==> config.mk <==
export PLATFORM = sky130hd
export DESIGN_NAME = branch_ctrl_flat
export DESIGN_NICKNAME = d
export VERILOG_FILES = /design/src/rtl/branch_ctrl_if.sv /design/src/rtl/branch_ctrl.sv /design/src/flat_wrapper.sv
export SDC_FILE = /design/constraint.sdc
export NUM_CORES = 1
export LEC_CHECK = 0
export BUFFER_PORTS_ARGS = -buffer_cell sky130_fd_sc_hd__buf_2
export CAP_MARGIN = 10
export CORE_ASPECT_RATIO = 1.2
export CORE_MARGIN = 2
export CORE_UTILIZATION = 56
export DETAILED_ROUTE_END_ITERATION = 6
export GPL_ROUTABILITY_DRIVEN = 0
export PLACE_DENSITY = 0.81
export SLEW_MARGIN = 20
export SYNTH_ARGS = -nofsm -noshare
export SYNTH_HDL_FRONTEND = slang
export SYNTH_SLANG_ARGS = --single-unit
==> constraint.sdc <==
create_clock -name clk -period 3.5 [get_ports clk]
set_input_delay 0.525 -clock clk [delete_from_list [all_inputs] [get_ports clk]]
set_output_delay 0.525 -clock clk [all_outputs]
set_load 0.02 [all_outputs]
==> src/rtl/branch_ctrl_if.sv <==
// branch_ctrl_if: decode <-> branch controller request/result bundle
// Signals (direction seen from the controller / slave side):
//   in : br_valid, funct3, rd1, rd2, pc, imm, kill
//   out: br_ready, stall, pc_sel, pc_target, flush, br_done, br_taken, br_err
interface branch_ctrl_if #(parameter int XLEN = 32);
    logic            br_valid;
    logic            br_ready;
    logic [2:0]      funct3;
    logic [XLEN-1:0] rd1;
    logic [XLEN-1:0] rd2;
    logic [XLEN-1:0] pc;
    logic [XLEN-1:0] imm;
    logic            kill;
    logic            stall;
    logic            pc_sel;
    logic [XLEN-1:0] pc_target;
    logic            flush;
    logic            br_done;
    logic            br_taken;
    logic            br_err;
    modport master (
        output br_valid, funct3, rd1, rd2, pc, imm, kill,
        input  br_ready, stall, pc_sel, pc_target, flush, br_done, br_taken, br_err
    );
    modport slave (
        input  br_valid, funct3, rd1, rd2, pc, imm, kill,
        output br_ready, stall, pc_sel, pc_target, flush, br_done, br_taken, br_err
    );
endinterface

==> src/rtl/branch_ctrl.sv <==
// branch_ctrl: resolves one conditional branch at a time, redirects fetch and flushes the front end
// Ports:
//   clk            in   clock, rising edge
//   rst_n          in   asynchronous active-low reset
//   bus            slave branch_ctrl_if (request in, redirect/flush/result out)
//   o_cnt_branches out  resolved-branch counter (only with BRANCH_STATS_EN)
//   o_cnt_taken    out  taken-branch counter (only with BRANCH_STATS_EN)
// Optional feature macro: BRANCH_STATS_EN
module branch_ctrl #(
    parameter int XLEN         = 32,
    parameter int FLUSH_CYCLES = 2
) (
    input  logic clk,
    input  logic rst_n,
`ifdef BRANCH_STATS_EN
    branch_ctrl_if.slave bus,
    output logic [31:0] o_cnt_branches,
    output logic [31:0] o_cnt_taken
`else
    branch_ctrl_if.slave bus
`endif
);
    typedef enum logic [2:0] {S_IDLE, S_CMP, S_REDIR, S_FLUSH, S_DONE} state_t;
    // REDIR is the first flush cycle, so FLUSH itself runs FLUSH_CYCLES-1..0
    localparam logic [3:0] CNT_INIT = (FLUSH_CYCLES == 0) ? 4'd0 : 4'(FLUSH_CYCLES - 1);
    state_t          r_state;
    state_t          w_next;
    logic [XLEN-1:0] r_rd1;
    logic [XLEN-1:0] r_rd2;
    logic [XLEN-1:0] r_pc;
    logic [XLEN-1:0] r_imm;
    logic [XLEN-1:0] r_target;
    logic [2:0]      r_f3;
    logic [3:0]      r_cnt;
    logic            r_taken;
    logic            r_err;
    logic [XLEN-1:0] w_target;
    logic            w_eq;
    logic            w_lt;
    logic            w_ltu;
    logic            w_cond;
    logic            w_illegal;
    logic            w_redir;
    always_comb begin
        w_target  = r_pc + r_imm;
        w_eq      = r_rd1 == r_rd2;
        w_lt      = $signed(r_rd1) < $signed(r_rd2);
        w_ltu     = r_rd1 < r_rd2;
        w_cond    = (r_f3 == 3'b000) ? w_eq  :
                    (r_f3 == 3'b001) ? !w_eq :
                    (r_f3 == 3'b100) ? w_lt  :
                    (r_f3 == 3'b101) ? !w_lt :
                    (r_f3 == 3'b110) ? w_ltu :
                    (r_f3 == 3'b111) ? !w_ltu : 1'b0;
        w_illegal = r_f3[2:1] == 2'b01;
        // no compressed instructions, so a target off a 4-byte boundary cannot be fetched
        w_redir   = w_cond && (w_target[1:0] == 2'b00);
    end
    always_ff @(posedge clk or negedge rst_n) begin
        if (!rst_n) r_state <= S_IDLE;
        else        r_state <= w_next;
    end
    always_comb begin
        w_next = r_state;
        case (r_state)
            S_IDLE:  w_next = bus.br_valid ? S_CMP : S_IDLE;
            S_CMP:   w_next = w_redir ? S_REDIR : S_DONE;
            S_REDIR: w_next = (FLUSH_CYCLES == 0) ? S_DONE : S_FLUSH;
            S_FLUSH: w_next = (r_cnt == 4'd0) ? S_DONE : S_FLUSH;
            S_DONE:  w_next = S_IDLE;
            default: w_next = S_IDLE;
        endcase
        if (bus.kill) w_next = S_IDLE;
        bus.br_ready  = r_state == S_IDLE;
        bus.stall     = (r_state == S_CMP) || (r_state == S_REDIR) || (r_state == S_FLUSH);
        bus.pc_sel    = r_state == S_REDIR;
        bus.flush     = (r_state == S_REDIR) || (r_state == S_FLUSH);
        bus.br_done   = r_state == S_DONE;
        bus.br_taken  = (r_state == S_DONE) && r_taken;
        bus.br_err    = (r_state == S_DONE) && r_err;
        bus.pc_target = r_target;
    end
    always_ff @(posedge clk or negedge rst_n) begin
        if (!rst_n) begin
            r_rd1    <= '0;
            r_rd2    <= '0;
            r_pc     <= '0;
            r_imm    <= '0;
            r_f3     <= '0;
            r_target <= '0;
            r_cnt    <= '0;
            r_taken  <= 1'b0;
            r_err    <= 1'b0;
        end else begin
            if (r_state == S_IDLE && bus.br_valid && !bus.kill) begin
                r_rd1 <= bus.rd1;
                r_rd2 <= bus.rd2;
                r_pc  <= bus.pc;
                r_imm <= bus.imm;
                r_f3  <= bus.funct3;
            end
            if (r_state == S_CMP) begin
                r_target <= w_target;
                r_taken  <= w_redir;
                r_err    <= w_illegal || (w_cond && (w_target[1:0] != 2'b00));
                r_cnt    <= CNT_INIT;
            end
            if (r_state == S_FLUSH) r_cnt <= r_cnt - 4'd1;
        end
    end
`ifdef BRANCH_STATS_EN
    always_ff @(posedge clk or negedge rst_n) begin
        if (!rst_n) begin
            o_cnt_branches <= '0;
            o_cnt_taken    <= '0;
        end else if (r_state == S_DONE) begin
            o_cnt_branches <= o_cnt_branches + 32'd1;
            if (r_taken) o_cnt_taken <= o_cnt_taken + 32'd1;
        end
    end
`else
`endif
endmodule

==> src/flat_wrapper.sv <==
// flat-port wrapper written by rule: the top's interface ports become plain ports
module branch_ctrl_flat 
#(
    parameter int XLEN         = 32,
    parameter int FLUSH_CYCLES = 2
)
  (clk, rst_n, bus_br_valid, bus_funct3, bus_rd1, bus_rd2, bus_pc, bus_imm, bus_kill, bus_br_ready, bus_stall, bus_pc_sel, bus_pc_target, bus_flush, bus_br_done, bus_br_taken, bus_br_err);
  branch_ctrl_if #(.XLEN(XLEN)) bus_i ();
  input  logic clk;
  input  logic rst_n;
  input wire logic [$bits(bus_i.br_valid)-1:0] bus_br_valid;
  input wire logic [$bits(bus_i.funct3)-1:0] bus_funct3;
  input wire logic [$bits(bus_i.rd1)-1:0] bus_rd1;
  input wire logic [$bits(bus_i.rd2)-1:0] bus_rd2;
  input wire logic [$bits(bus_i.pc)-1:0] bus_pc;
  input wire logic [$bits(bus_i.imm)-1:0] bus_imm;
  input wire logic [$bits(bus_i.kill)-1:0] bus_kill;
  output wire logic [$bits(bus_i.br_ready)-1:0] bus_br_ready;
  output wire logic [$bits(bus_i.stall)-1:0] bus_stall;
  output wire logic [$bits(bus_i.pc_sel)-1:0] bus_pc_sel;
  output wire logic [$bits(bus_i.pc_target)-1:0] bus_pc_target;
  output wire logic [$bits(bus_i.flush)-1:0] bus_flush;
  output wire logic [$bits(bus_i.br_done)-1:0] bus_br_done;
  output wire logic [$bits(bus_i.br_taken)-1:0] bus_br_taken;
  output wire logic [$bits(bus_i.br_err)-1:0] bus_br_err;
  assign bus_i.br_valid = bus_br_valid;
  assign bus_i.funct3 = bus_funct3;
  assign bus_i.rd1 = bus_rd1;
  assign bus_i.rd2 = bus_rd2;
  assign bus_i.pc = bus_pc;
  assign bus_i.imm = bus_imm;
  assign bus_i.kill = bus_kill;
  assign bus_br_ready = bus_i.br_ready;
  assign bus_stall = bus_i.stall;
  assign bus_pc_sel = bus_i.pc_sel;
  assign bus_pc_target = bus_i.pc_target;
  assign bus_flush = bus_i.flush;
  assign bus_br_done = bus_i.br_done;
  assign bus_br_taken = bus_i.br_taken;
  assign bus_br_err = bus_i.br_err;
  branch_ctrl #(.XLEN(XLEN), .FLUSH_CYCLES(FLUSH_CYCLES)) u_core (.clk(clk), .rst_n(rst_n), .bus(bus_i));
endmodule
==> results.cfg, run 1 <==
[route]
drtIter0Drc = 365
via_per_inst = 5.46
antenna_left = 0
drt-total-wl_um = 18000
drcViolationCount = 0
via_count = 6350
wl_per_cell_um = 15.5
first_pass_iters = 4

[sta]
tightest_slew_ns = 0.743
hold_viol_final = 0
finalSetupViolations = 0
min_period_over_period = 0.861
finalMaxSlewViolations = 0
worst_slack_ns = 0.485
max_slew_margin = 0.505
finClkSkew_ns = 0.00790
holdWs_ns = 0.0996
fmax_ghz = 0.332
fin_setup_tns_ns = 0
period_minus_slack_ns = 3.01
rsz0062_at_grt = false

[critical_path]
r2r-end = u_core.bus.pc_target[28]
worstSetupEndpointType = register
regToRegStartpoint = u_core.r_imm[15]
cp_common_cell = a31oi_1
critPathLaunchType = register
crit_arrival_ns = 3.29
ff2ff_setup_slack_ns = 0.49
worstPathCellList = ha_1, a21o_1, a31oi_1, nand2_1, a221oi_1, a311oi_2, a22oi_1, and2b_1, mux2i_1, a31oi_1
critPathKind = reg -> reg
crit_fanout = 6
cp.required_ns = 3.77
critPathMaxStageDelay_ns = 0.46
cp_slowest_cell = a221oi_1
r2r_cells = 10

[grt]
grt_pass1_wl_um = 30000
grt_max_degree = 76
grt_overflow = 0
grt_usage = 0.222
antenna_found_initial = 5
first_global_vias = 6400

[final_layout]
syn_to_final_growth_pct = 19.2
nNetsFinal = 1139
layout.cells.non_filler = 1162
final_cell_area_um2 = 10600
mostFrequentLayoutCells = 172 x buf_2, 172 x dfrtp_1, 131 x mux2_2
drive_above_1_share = 0.371
utilization = 0.680

[yosys]
syn_inst = 763
syn-num-nets = 964
postSynth.asyncResetShare = 1.00
ys_warn_count = 0
yosysSeqAreaShare = 0.485
synth_area_um2 = 8880
ys_types = 65
ys.flop_type = dfrtp_1
synth_edf_count = 0
ys_seq_elements = 172
syn_area_per_cell_um2 = 11.6

[floorplan]
die-area_um2 = 16900
io_pins = 174
row_count = 50
die_w_um = 119
core_area_um2 = 15600
initial_utilization = 0.570
dieHeight_um = 142

[clock_network]
path_clk_slew_ns = 0.06
ctsResizeCount = 0
clk_latency_ns = 0.42
clock_sinks = 172
cts_buffers = 17
post_cts_buffers = 0
cts_buffer_depth = 2
htreeDepth = 4
tritoncts = built
hold_buffers = 0
ctsRootBufferMaster = clkbuf_16

[placement]
place_hpwl_um = 13600
postPlaceCellArea_um2 = 10000
placed_cells = 1127
post-place-ws_ns = 0.564
portBuffers = 173

[pwr]
p_int_mw = 5.51
power.leakage_nw = 5.18
p_total_mw = 8.75
combPwrFrac = 0.445
p_sw_frac = 0.370
p_seq_frac = 0.352
clkPwrFrac = 0.204
switchingPower_mw = 3.24
vdd_ir_drop_max_v = 0.000414
powerDensity_nw_per_um2 = 827

[outcome]
status = finished clean

[hold_path]
hold_path.class = in -> async

[run]
maxCapViolations = 0
## cells in the mapped netlist, types with 4 or more instances
cell type / count / area [um^2]
dfrtp_1: 172 / 4300
mux2_2: 131 / 1480
ha_1: 65 / 813
nand2_1: 58 / 218
inv_1: 46 / 173
o21ai_0: 39 / 195
a21oi_1: 34 / 170
a21o_1: 24 / 180
clkbuf_1: 19 / 71.3
nor2_1: 19 / 71.3
xnor2_1: 13 / 114
xor2_1: 13 / 114
nand3_1: 9 / 45.0
nand4_1: 9 / 56.3
nor2b_1: 9 / 56.3
and3_1: 8 / 50.1
nand2b_1: 7 / 43.8
nor3_1: 5 / 25.0
o211ai_1: 5 / 37.5
buf_1: 4 / 15.0
o21a_1: 4 / 30.0
o21bai_1: 4 / 30.0
## worst max path at each step
| stage | depth (start not counted) | start | end |
|---|---|---|---|
| global route | 10 | u_core.r_imm[15] | u_core.bus.pc_target[28] |
| finish | 10 | u_core.r_imm[15] | u_core.bus.pc_target[28] |
| detailed placement | 10 | u_core.r_imm[15] | u_core.bus.pc_target[28] |
| CTS | 10 | u_core.r_imm[15] | u_core.bus.pc_target[28] |
| floorplan | 9 | u_core.r_imm[18] | u_core.bus.pc_target[31] |
| global placement | 12 | u_core.r_imm[0] | u_core.bus.pc_target[30] |
## sequential cells by signal, summed over array words and instances (netlist names)
name	cells
u_core.bus.pc_target	32
u_core.r_imm	32
u_core.r_pc	32
u_core.r_rd1	32
u_core.r_rd2	32
u_core.r_cnt	4
u_core.r_f3	3
u_core.r_state	3
u_core.r_err	1
u_core.r_taken	1
## cell families after synthesis
kind of cell / count (synthesis) / share of synthesized area
flip-flops: 172 / 0.485
multiplexers: 134 / 0.170
AND/OR/NAND/NOR: 144 / 0.0815
buffers and inverters: 70 / 0.0297
AO/OA/AOI/OAI: 151 / 0.115
adder cells (fa/ha/maj): 66 / 0.0939
XOR/XNOR: 26 / 0.0256
## area by class of cell
class | count | area (um^2)
clock inverter | 9 | 87.6
multi-input combinational | 521 | 4320
sequential | 172 | 4300
fill | 1147 | 4990
antenna | 3 | 7.51
clock buffer | 23 | 468
tap | 208 | 260
inverter | 46 | 173
timing repair buffer | 180 | 962
## worst max-delay path, delay by kind of cell (launching register included)
kind	cells	cell delay (ns)
flip-flops	1	0.38
adder cells (fa/ha/maj)	1	0.38
multiplexers	1	0.21
AND/OR/NAND/NOR	2	0.29
AO/OA/AOI/OAI	6	1.59
## power by group through the flow
stage	Clock (mW)	Combinational, mW	Sequential [mW]
finish	1.78	3.89	3.08
detailed placement	0	3.88	3.12
CTS	1.81	3.91	3.08
global placement	0	3.77	3.08
floorplan	0	2.75	3.21
global route	1.90	4.35	3.16
## routing by layer
metal,vias to the layer above,part of all wire,track usage
met5,-,0.0015,0
met4,4,0.023,0.0796
met3,32,0.063,0.0589
met2,170,0.51,0.385
met1,3057,0.40,0.268
li1,3087,-,-
Power figures use the tool's default switching activity.
==> run 2, diff against run 1 <==
==> constraint.sdc (replaced) <==
create_clock -name clk -period 3.5 [get_ports clk]
set_input_delay 0.175 -clock clk [delete_from_list [all_inputs] [get_ports clk]]
set_output_delay 0.175 -clock clk [all_outputs]
set_load 0.02 [all_outputs]
==> results.cfg, run 2 (synthesis results as in run 1) <==
[final_layout]
mostFrequentLayoutCells = 172 x buf_2, 172 x dfrtp_1, 131 x mux2_2, 131 x dlygate4sd3_1, 65 x ha_1
drive_above_1_share = 0.324
diodes = 0
syn_to_final_growth_pct = 33.8
nNetsFinal = 1267
multi_input_area_um2 = 4320
fillers = 933
layout.cells.non_filler = 1287
regArea_um2 = 4300

[route]
antenna_left = 0
wl_met2_um = 11500
drt-total-wl_um = 22100
wl_per_cell_um = 17.2
wl_met1_um = 8830
via_per_inst = 5.48
via_count = 7048
drtIter0Drc = 274
drcViolationCount = 0
top_layer = met4
first_pass_iters = 5
routed-wl-met3_um = 1080

[clock_network]
ctsRootBufferMaster = clkbuf_16
cts_buffer_depth = 2
clock_sinks = 172
tritoncts = built
post_cts_buffers = 0
cts_buffers = 17
path_clk_slew_ns = 0.07
htreeDepth = 4
clk_latency_ns = 0.43

[hold_path]
min_path_cells = 2
hold_path.class = in -> reg

[sta]
hold_viol_final = 0
finalMaxSlewViolations = 0
finClkSkew_ns = 0.0162
min_period_over_period = 0.841
period_minus_slack_ns = 2.94
finalSetupViolations = 0
holdWs_ns = 0.00934
fin_setup_tns_ns = 0
fmax_ghz = 0.340
tightest_slew_ns = 0.846
max_slew_margin = 0.436
rsz0062_at_grt = false

[placement]
portBuffers = 173
place_hpwl_um = 13500
placed_cells = 1124

[critical_path]
critPathLaunchType = register
crit_arrival_ns = 3.22
crit_cells = 10
r2r_cells = 10
critPathMaxStageDelay_ns = 0.42
crit_family = compound AO/OA/AOI/OAI gates
cp_common_cell = a31oi_1
path_buf_inv = 0
worstSetupEndpointType = register
crit_fanout = 6
worstPathCellList = ha_1, a21o_1, a31oi_1, nand2_1, a221oi_1, a311oi_2, a22oi_1, and2b_1, mux2i_1, a31oi_1
cp.required_ns = 3.77
cp_slowest_cell = a221oi_1
critPathKind = reg -> reg

[floorplan]
core_area_um2 = 15600
row_count = 50
io_pins = 174
dieHeight_um = 142
die_w_um = 119
die-area_um2 = 16900
initial_utilization = 0.570

[grt]
antenna_found_initial = 0
grt_overflow = 0
grt_max_degree = 108
first_global_vias = 7472
grt_pass1_wl_um = 36100
grt_usage = 0.269

[run]
maxCapViolations = 0

[outcome]
status = finished clean

[pwr]
power.leakage_nw = 5.72
vdd_ir_drop_max_v = 0.000444
p_total_mw = 9.13
powerDensity_nw_per_um2 = 769
## run 2: final timing paths
check / slack [ns] / end / start
min: 0.009 / u_core.r_imm[9] / bus_imm[9]
max in group asynchronous: 2.24 / u_core.r_pc[16] / rst_n
max: 0.56 / u_core.bus.pc_target[28] / u_core.r_imm[15]
min reg2reg: 0.48 / u_core.bus.pc_target[0] / u_core.bus.pc_target[0]
min in group asynchronous: 0.40 / u_core.r_pc[11] / rst_n
max reg2reg: 0.56 / u_core.bus.pc_target[28] / u_core.r_imm[15]
## run 2: worst register-to-register path: cells and delay by family, from the launching register on
kind	cells	cell delay, ns
simple gates	2	0.29
flops	1	0.38
compound gates	6	1.57
fa+ha+maj	1	0.37
mux	1	0.19
## run 2: per-stage QoR
step                setup slack (ns)  area [um^2]   util
floorplan                      0.877         8880      -
global placement               0.675         9990  0.641
detailed placement             0.559         9990  0.641
CTS                            0.524        11800  0.760
global route                   0.317        11900  0.763
finish                         0.557        11900  0.763
## run 2: area by class of cell
cell class	count	area share
clock buffers	23	0.0394
clock inverters	9	0.00958
inverters	46	0.0145
multi-input cells	521	0.364
flip-flops and latches	172	0.362
well taps	208	0.0219
repair buffers	308	0.188
## run 2: repair_timing
action / in CTS / in global routing
resized for setup: 0 / 0
hold buffers: 127 / 4
hold endpoints to repair: 215 / 4
## run 2: report_power, final
group	internal (mW)	leakage, nW	switching (mW)
Clock	1.09	0.274	0.777
Sequential	2.68	2.04	0.446
Combinational	1.92	3.41	2.21
## run 2: routing by layer
layer | vias to the layer above | GRT usage
met2 | 221 | 0.482
met1 | 3423 | 0.313
met3 | 61 | 0.0617
met4 | 0 | 0.103
li1 | 3343 | -
met5 | - | 0
